<file path="config.mk">
export PLATFORM = sky130hd
export DESIGN_NAME = bcd_seg_scan
export DESIGN_NICKNAME = d
export VERILOG_FILES = /design/src/rtl/bcd_seg_scan_pkg.sv /design/src/rtl/seg7_decode.sv /design/src/rtl/bcd_seg_scan.sv
export SDC_FILE = /design/constraint.sdc
export NUM_CORES = 1
export LEC_CHECK = 0
export CAP_MARGIN = 30
export CORE_MARGIN = 3
export CORE_UTILIZATION = 56
export CTS_CLUSTER_DIAMETER = 60
export DETAILED_ROUTE_END_ITERATION = 10
export PLACE_DENSITY = 0.79
export SYNTH_ARGS = -nofsm -noshare
export SYNTH_HDL_FRONTEND = slang
export SYNTH_SLANG_ARGS = --single-unit
</file>
<file path="constraint.sdc">
create_clock -name clk -period 2.85 [get_ports clk]
set_input_delay 0.7125 -clock clk [delete_from_list [all_inputs] [get_ports clk]]
set_output_delay 0.7125 -clock clk [all_outputs]
set_load 0.02 [all_outputs]
</file>
<file path="src/rtl/bcd_seg_scan_pkg.sv">
// Shared constants for the BCD 7-segment scan display stage.
package bcd_seg_scan_pkg;

  // Display geometry: four digits plus a sign position.
  localparam int unsigned NumPos = 5;
  localparam int unsigned IdxW   = 3;

  // Field offsets inside the 17-bit {sign, thousands, hundreds, tens, ones} word.
  localparam int unsigned SignBit = 16;
  localparam int unsigned ThouLsb = 12;
  localparam int unsigned HundLsb = 8;
  localparam int unsigned TensLsb = 4;
  localparam int unsigned OnesLsb = 0;

  // Active-high segment patterns, bit order g..a.
  localparam logic [6:0] Seg0     = 7'h3F;
  localparam logic [6:0] Seg1     = 7'h06;
  localparam logic [6:0] Seg2     = 7'h5B;
  localparam logic [6:0] Seg3     = 7'h4F;
  localparam logic [6:0] Seg4     = 7'h66;
  localparam logic [6:0] Seg5     = 7'h6D;
  localparam logic [6:0] Seg6     = 7'h7D;
  localparam logic [6:0] Seg7     = 7'h07;
  localparam logic [6:0] Seg8     = 7'h7F;
  localparam logic [6:0] Seg9     = 7'h6F;
  localparam logic [6:0] SegE     = 7'h79;
  localparam logic [6:0] SegMinus = 7'h40;
  localparam logic [6:0] SegBlank = 7'h00;

  // Scan positions in the order they are lit.
  typedef enum logic [IdxW-1:0] {
    PosOnes = 3'd0,
    PosTens = 3'd1,
    PosHund = 3'd2,
    PosThou = 3'd3,
    PosSign = 3'd4
  } pos_e;

  // Extract one BCD digit starting at bit lsb.
  function automatic logic [3:0] bcd_digit(input logic [16:0] value, input int unsigned lsb);
    return value[lsb +: 4];
  endfunction

endpackage

</file>
<file path="src/rtl/seg7_decode.sv">
// Combinational 7-segment decoder: BCD digit, blank and minus selects in,
// active-high g..a pattern out. Digits above 9 render as 'E'.
module seg7_decode
  import bcd_seg_scan_pkg::*;
(
  input  logic [3:0] digit,
  input  logic       blank,
  input  logic       minus,
  output logic [6:0] pattern
);

  // Minus overrides blank; otherwise decode the digit.
  always_comb begin
    pattern = SegBlank;
    if (minus) begin
      pattern = SegMinus;
    end else if (!blank) begin
      case (digit)
        4'd0:    pattern = Seg0;
        4'd1:    pattern = Seg1;
        4'd2:    pattern = Seg2;
        4'd3:    pattern = Seg3;
        4'd4:    pattern = Seg4;
        4'd5:    pattern = Seg5;
        4'd6:    pattern = Seg6;
        4'd7:    pattern = Seg7;
        4'd8:    pattern = Seg8;
        4'd9:    pattern = Seg9;
        default: pattern = SegE;
      endcase
    end
  end

endmodule

</file>
<file path="src/rtl/bcd_seg_scan.sv">
// Multiplexed 5-position 7-segment scanner fed by a BCD converter.
// Incoming values are held in a pending buffer and only copied to the
// displayed (active) buffer at a frame boundary, so a frame never tears.
module bcd_seg_scan
  import bcd_seg_scan_pkg::*;
#(
  parameter int unsigned CLK_DIV  = 50000,
  parameter bit          BLANK_EN = 1'b1,
  parameter bit          ACT_LOW  = 1'b1
) (
  input  logic        clk,
  input  logic        rst_n,
  input  logic        bcd_vld,
  input  logic [16:0] bcd,
  output logic [7:0]  seg,
  output logic [4:0]  an,
  output logic        frame_start
);

  localparam int unsigned    DivW   = $clog2(CLK_DIV);
  localparam logic [DivW-1:0] DivMax = DivW'(CLK_DIV - 1);

  logic [DivW-1:0] div_q, div_d;
  pos_e            idx_q, idx_d;
  logic [16:0]     active_q, active_d;
  logic [16:0]     pend_q, pend_d;
  logic            pend_vld_q, pend_vld_d;
  logic [6:0]      seg_q, seg_d;
  logic [4:0]      an_oh_q, an_oh_d;
  logic            frame_start_q, frame_start_d;

  logic            tick;
  logic            boundary;
  logic [3:0]      ones, tens, hund, thou;
  logic [3:0]      dec_digit;
  logic            dec_blank;
  logic            dec_minus;

  assign ones = bcd_digit(active_q, OnesLsb);
  assign tens = bcd_digit(active_q, TensLsb);
  assign hund = bcd_digit(active_q, HundLsb);
  assign thou = bcd_digit(active_q, ThouLsb);

  // Divider, scan index and double-buffer next state.
  always_comb begin
    tick     = (div_q == DivMax);
    boundary = tick && (idx_q == PosSign);
    div_d    = tick ? '0 : div_q + 1'b1;
    idx_d    = idx_q;
    if (tick) begin
      idx_d = (idx_q == PosSign) ? PosOnes : pos_e'(idx_q + 3'd1);
    end
    // A strobe on the boundary cycle lands in pending and waits a frame.
    pend_d     = bcd_vld ? bcd : pend_q;
    pend_vld_d = bcd_vld | (pend_vld_q & ~boundary);
    active_d   = (boundary && pend_vld_q) ? pend_q : active_q;
  end

  // Select the digit and blanking for the current scan position.
  always_comb begin
    dec_digit = 4'd0;
    dec_blank = 1'b0;
    dec_minus = 1'b0;
    an_oh_d   = 5'b00000;
    case (idx_q)
      PosOnes: begin
        dec_digit = ones;
        an_oh_d   = 5'b00001;
      end
      PosTens: begin
        dec_digit = tens;
        dec_blank = BLANK_EN && (tens == 4'd0) && (hund == 4'd0) && (thou == 4'd0);
        an_oh_d   = 5'b00010;
      end
      PosHund: begin
        dec_digit = hund;
        dec_blank = BLANK_EN && (hund == 4'd0) && (thou == 4'd0);
        an_oh_d   = 5'b00100;
      end
      PosThou: begin
        dec_digit = thou;
        dec_blank = BLANK_EN && (thou == 4'd0);
        an_oh_d   = 5'b01000;
      end
      PosSign: begin
        dec_minus = active_q[SignBit];
        dec_blank = ~active_q[SignBit];
        an_oh_d   = 5'b10000;
      end
      default: begin
        dec_blank = 1'b1;
      end
    endcase
    // Pulse when position 0 is about to be lit but is not lit yet.
    frame_start_d = (idx_q == PosOnes) && !an_oh_q[0];
  end

  seg7_decode u_seg7_decode (
    .digit   (dec_digit),
    .blank   (dec_blank),
    .minus   (dec_minus),
    .pattern (seg_d)
  );

  // State and registered outputs.
  always_ff @(posedge clk or negedge rst_n) begin
    if (!rst_n) begin
      div_q         <= '0;
      idx_q         <= PosOnes;
      active_q      <= '0;
      pend_q        <= '0;
      pend_vld_q    <= 1'b0;
      seg_q         <= '0;
      an_oh_q       <= '0;
      frame_start_q <= 1'b0;
    end else begin
      div_q         <= div_d;
      idx_q         <= idx_d;
      active_q      <= active_d;
      pend_q        <= pend_d;
      pend_vld_q    <= pend_vld_d;
      seg_q         <= seg_d;
      an_oh_q       <= an_oh_d;
      frame_start_q <= frame_start_d;
    end
  end

  // Polarity is a static choice; dp is always off.
  assign seg         = ACT_LOW ? ~{1'b0, seg_q} : {1'b0, seg_q};
  assign an          = ACT_LOW ? ~an_oh_q : an_oh_q;
  assign frame_start = frame_start_q;

endmodule
</file>
==> metrics.md <==
| Metric | Value |
|---|---|
| Run status | finished clean |
| Sequential fraction of the synthesis area | 0.544 |
| First-pass GRT wire length | 9.17 mm |
| CP Data Required Time | 3100 ps |
| Total power | 1.83 mW |
| Worst clock skew | 11.1 ps |
| Max cap viols | 0 |
| Metal3 WL | 205 um |
| Syn_area_per_cell | 12.2 um2 |
| Clk_lat worst skew | 330 ps |
| Setup bufs post-CTS | 0 |
| Die Wd | 80.2 um |
| Rel. slew slack | 0.467 |
| Uppermost layer routed | met4 |
| Cell taking the most area after synthesis | dfrtp_1 |
| Crit Path Class | reg -> reg |
| Syn Inst Count | 253 |
| DR vias/cell | 5.36 |
| Post-Syn Nets | 284 |
| Worst setup path start | idx_q[0]$_DFFE_PN0N_ |
| Initial Util | 0.593 |
| Boundary Pins | 34 |
| FF/Latch Area | 1680 um2 |
| Drt first-iter violations | 178 |
| Synthesized cell area | 3080 um2 |
| CTS Buf Count | 9 |
| Hold Vio Cnt, Final | 0 |
| Primary FF master, synth | dfrtp_1 |
| Final slew viol count | 0 |
| Reg-to-reg endpoint | seg_q[5]$_DFF_PN0_ |
| Multi-input gate area | 1260 um2 |
| Clock transition at path regs | 70 ps |
| Clock tree buffer depth | 2 |
| Final period util | 0.803 |
| FFs w/ async S/R, synth | 1.00 |
| CTS sink count | 67 |
| Clk root buf | clkbuf_8 |
| Port Buffer Count | 32 |
| RSZ-0062 raised after global routing | false |
| DR vias | 1962 |
| Layout Utilization | 0.702 |
| Final Critical Period | 2290 ps |
| DRC viols | 0 |
| Setup tns final | 0 ps |
| Commonest non-fill, non-tap cell in the layout | dfrtp_1 |
| CTS tree | yes |
| Synthesis Warnings | 0 |
| Synth top area share | 0.544 |
| Fillers | 383 |
| Pleak | 1.74 nW |
| Initial antenna violation count | 0 |
| CTS resizes | 0 |
| Synth Register Bits | 67 |
| Most frequent cells in the layout | dfrtp_1 (67), clkdlybuf4s50_1 (31), mux2_2 (25), inv_1 (22), nand2_1 (15) |
| WL per Instance | 14.2 um |
| Pwr/cell area | 501 nW/um2 |
| R2r worst-path depth | 9 |
| Overall die height | 80.2 um |
| Die area | 6430 um2 |
| Routability congestion estimate | 0.793 |
| Netlist cell types | 40 |
| HP Class | in -> async |
| Largest net degree at the start of global routing | 43 |
| Layout cells sized above 1 | 0.203 |
| Endpoints failing setup | 0 |
| TritonRoute pass-1 iters | 4 |
| Worst IR Drop VDD | 0.432 mV |
| Core area | 5200 um2 |
| All-Layer GR Usage | 0.186 |
| Number of synthesized flops with an enable pin | 0 |
| Crit path arrival time | 2540 ps |
| Reg2reg setup slack | 560 ps |
| RR Startpoint | idx_q[0]$_DFFE_PN0N_ |
| # hold bufs at CTS | 0 |
| DPL Wire Length | 3.73 mm |
| Final nets | 322 |
| H-tree depth | 3 |
| Area contributors post-synth | dfrtp_1 (54%), mux2_2 (9.1%), mux2_4 (4.9%), ha_1 (4.5%), inv_1 (2.7%) |
| Max frequency | 437 MHz |
| Vias in the first global route | 2032 |
| Element type at the critical path end | flip-flop |
| Post-DRT Antenna Nets | 0 |
| CP max FO | 7 |
| Std-Cell Rows | 26 |
| Worst Setup EP | seg_q[5]$_DFF_PN0_ |
| M1 wire length | 2.41 mm |
| Area growth syn-to-layout | 18.5% |
| Remaining global-route overflow | 0 |
| Met2 wire length | 2.46 mm |
| WL final | 5.19 mm |
| Diode count | 0 |
| Slew @ Worst Pin | 796 ps |
| Hold slack | 380 ps |
| Worst setup SP type | flip-flop |
==> sequential cells by signal, summed over array words and instances (netlist names) <==
signal and cells:
active_q 17, pend_q 17, div_q 16, seg_q 7, an_oh_q 5, idx_q 3
frame_start 1, pend_vld_q 1
==> cell type report <==
type / count / share of cell area
clock buffers: 11 / 0.0387
clock inverters: 5 / 0.0144
inverters: 22 / 0.0226
multi-input cells: 155 / 0.344
flip-flops and latches: 67 / 0.459
well taps: 70 / 0.0240
repair buffers: 36 / 0.0979
==> synth_stat cells, types with 2 or more instances <==
| cell type | instances |
|---|---|
| a222oi_1 | 4 |
| inv_1 | 22 |
| and2_1 | 2 |
| mux2_4 | 10 |
| a21o_1 | 2 |
| mux2_2 | 25 |
| nor4_1 | 4 |
| o21ai_0 | 8 |
| clkbuf_1 | 4 |
| and3_1 | 2 |
| a2bb2oi_1 | 2 |
| a21oi_1 | 6 |
| xnor2_1 | 9 |
| ha_1 | 11 |
| nor2_1 | 14 |
| nand4_1 | 4 |
| and4bb_1 | 2 |
| nand2_1 | 15 |
| buf_6 | 2 |
| nand3_1 | 6 |
| mux2i_1 | 3 |
| and4_1 | 2 |
| nor2b_1 | 3 |
| dfrtp_1 | 67 |
| nor3_1 | 6 |
| xor2_1 | 4 |
==> per-layer routing <==
metal,GRT usage,vias to the layer above
met5,0,-
met4,0.0997,0
met3,0.0381,10
met2,0.291,52
met1,0.242,947
li1,-,953
==> where the power goes <==
part	internal, mW	switching, mW
logic	0.0474	0.0319
clock network	0.423	0.339
registers	0.975	0.0136
total	1.45	0.385
==> critical path, stage by stage, from the launching register on <==
cell	delay, ps
dfrtp_1	400
inv_1	90
ha_1	270
a222oi_1	380
a2bb2oi_1	180
buf_4	170
inv_1	60
ha_1	210
or2_2	290
a31oi_1	150
==> through the flow <==
| step | setup slack, ps | cell area (um2) | instances |
|---|---|---|---|
| after detailed placement | 578 | 3460 | 350 |
| after global routing | 338 | 3650 | 366 |
| final | 563 | 3650 | 366 |
| after CTS | 571 | 3650 | 366 |
| after floorplan | 643 | 3080 | 253 |
| after global placement | 606 | 3460 | 350 |
==> kinds of logic after synthesis <==
family,share of synthesized area
compound gates,0.0653
xor+xnor,0.0369
fa+ha+maj,0.0446
buf+inv,0.0491
flops,0.544
mux,0.150
other cells,0.00122
simple gates,0.110
==> worst min-delay path by stage <==
stage	depth (start not counted)	slack, ps	startpoint	end
finish	1	380	rst_n	pend_q[14]$_DFFE_PN0P_
global route	1	420	rst_n	div_q[4]$_DFF_PN0_
CTS	1	390	rst_n	div_q[5]$_DFF_PN0_
detailed placement	1	420	an_oh_q[0]$_DFF_PN0_	frame_start$_DFF_PN0_
global placement	1	420	an_oh_q[0]$_DFF_PN0_	frame_start$_DFF_PN0_
floorplan	1	400	an_oh_q[0]$_DFF_PN0_	frame_start$_DFF_PN0_
Note: power is estimated with default switching activity, not from simulation.
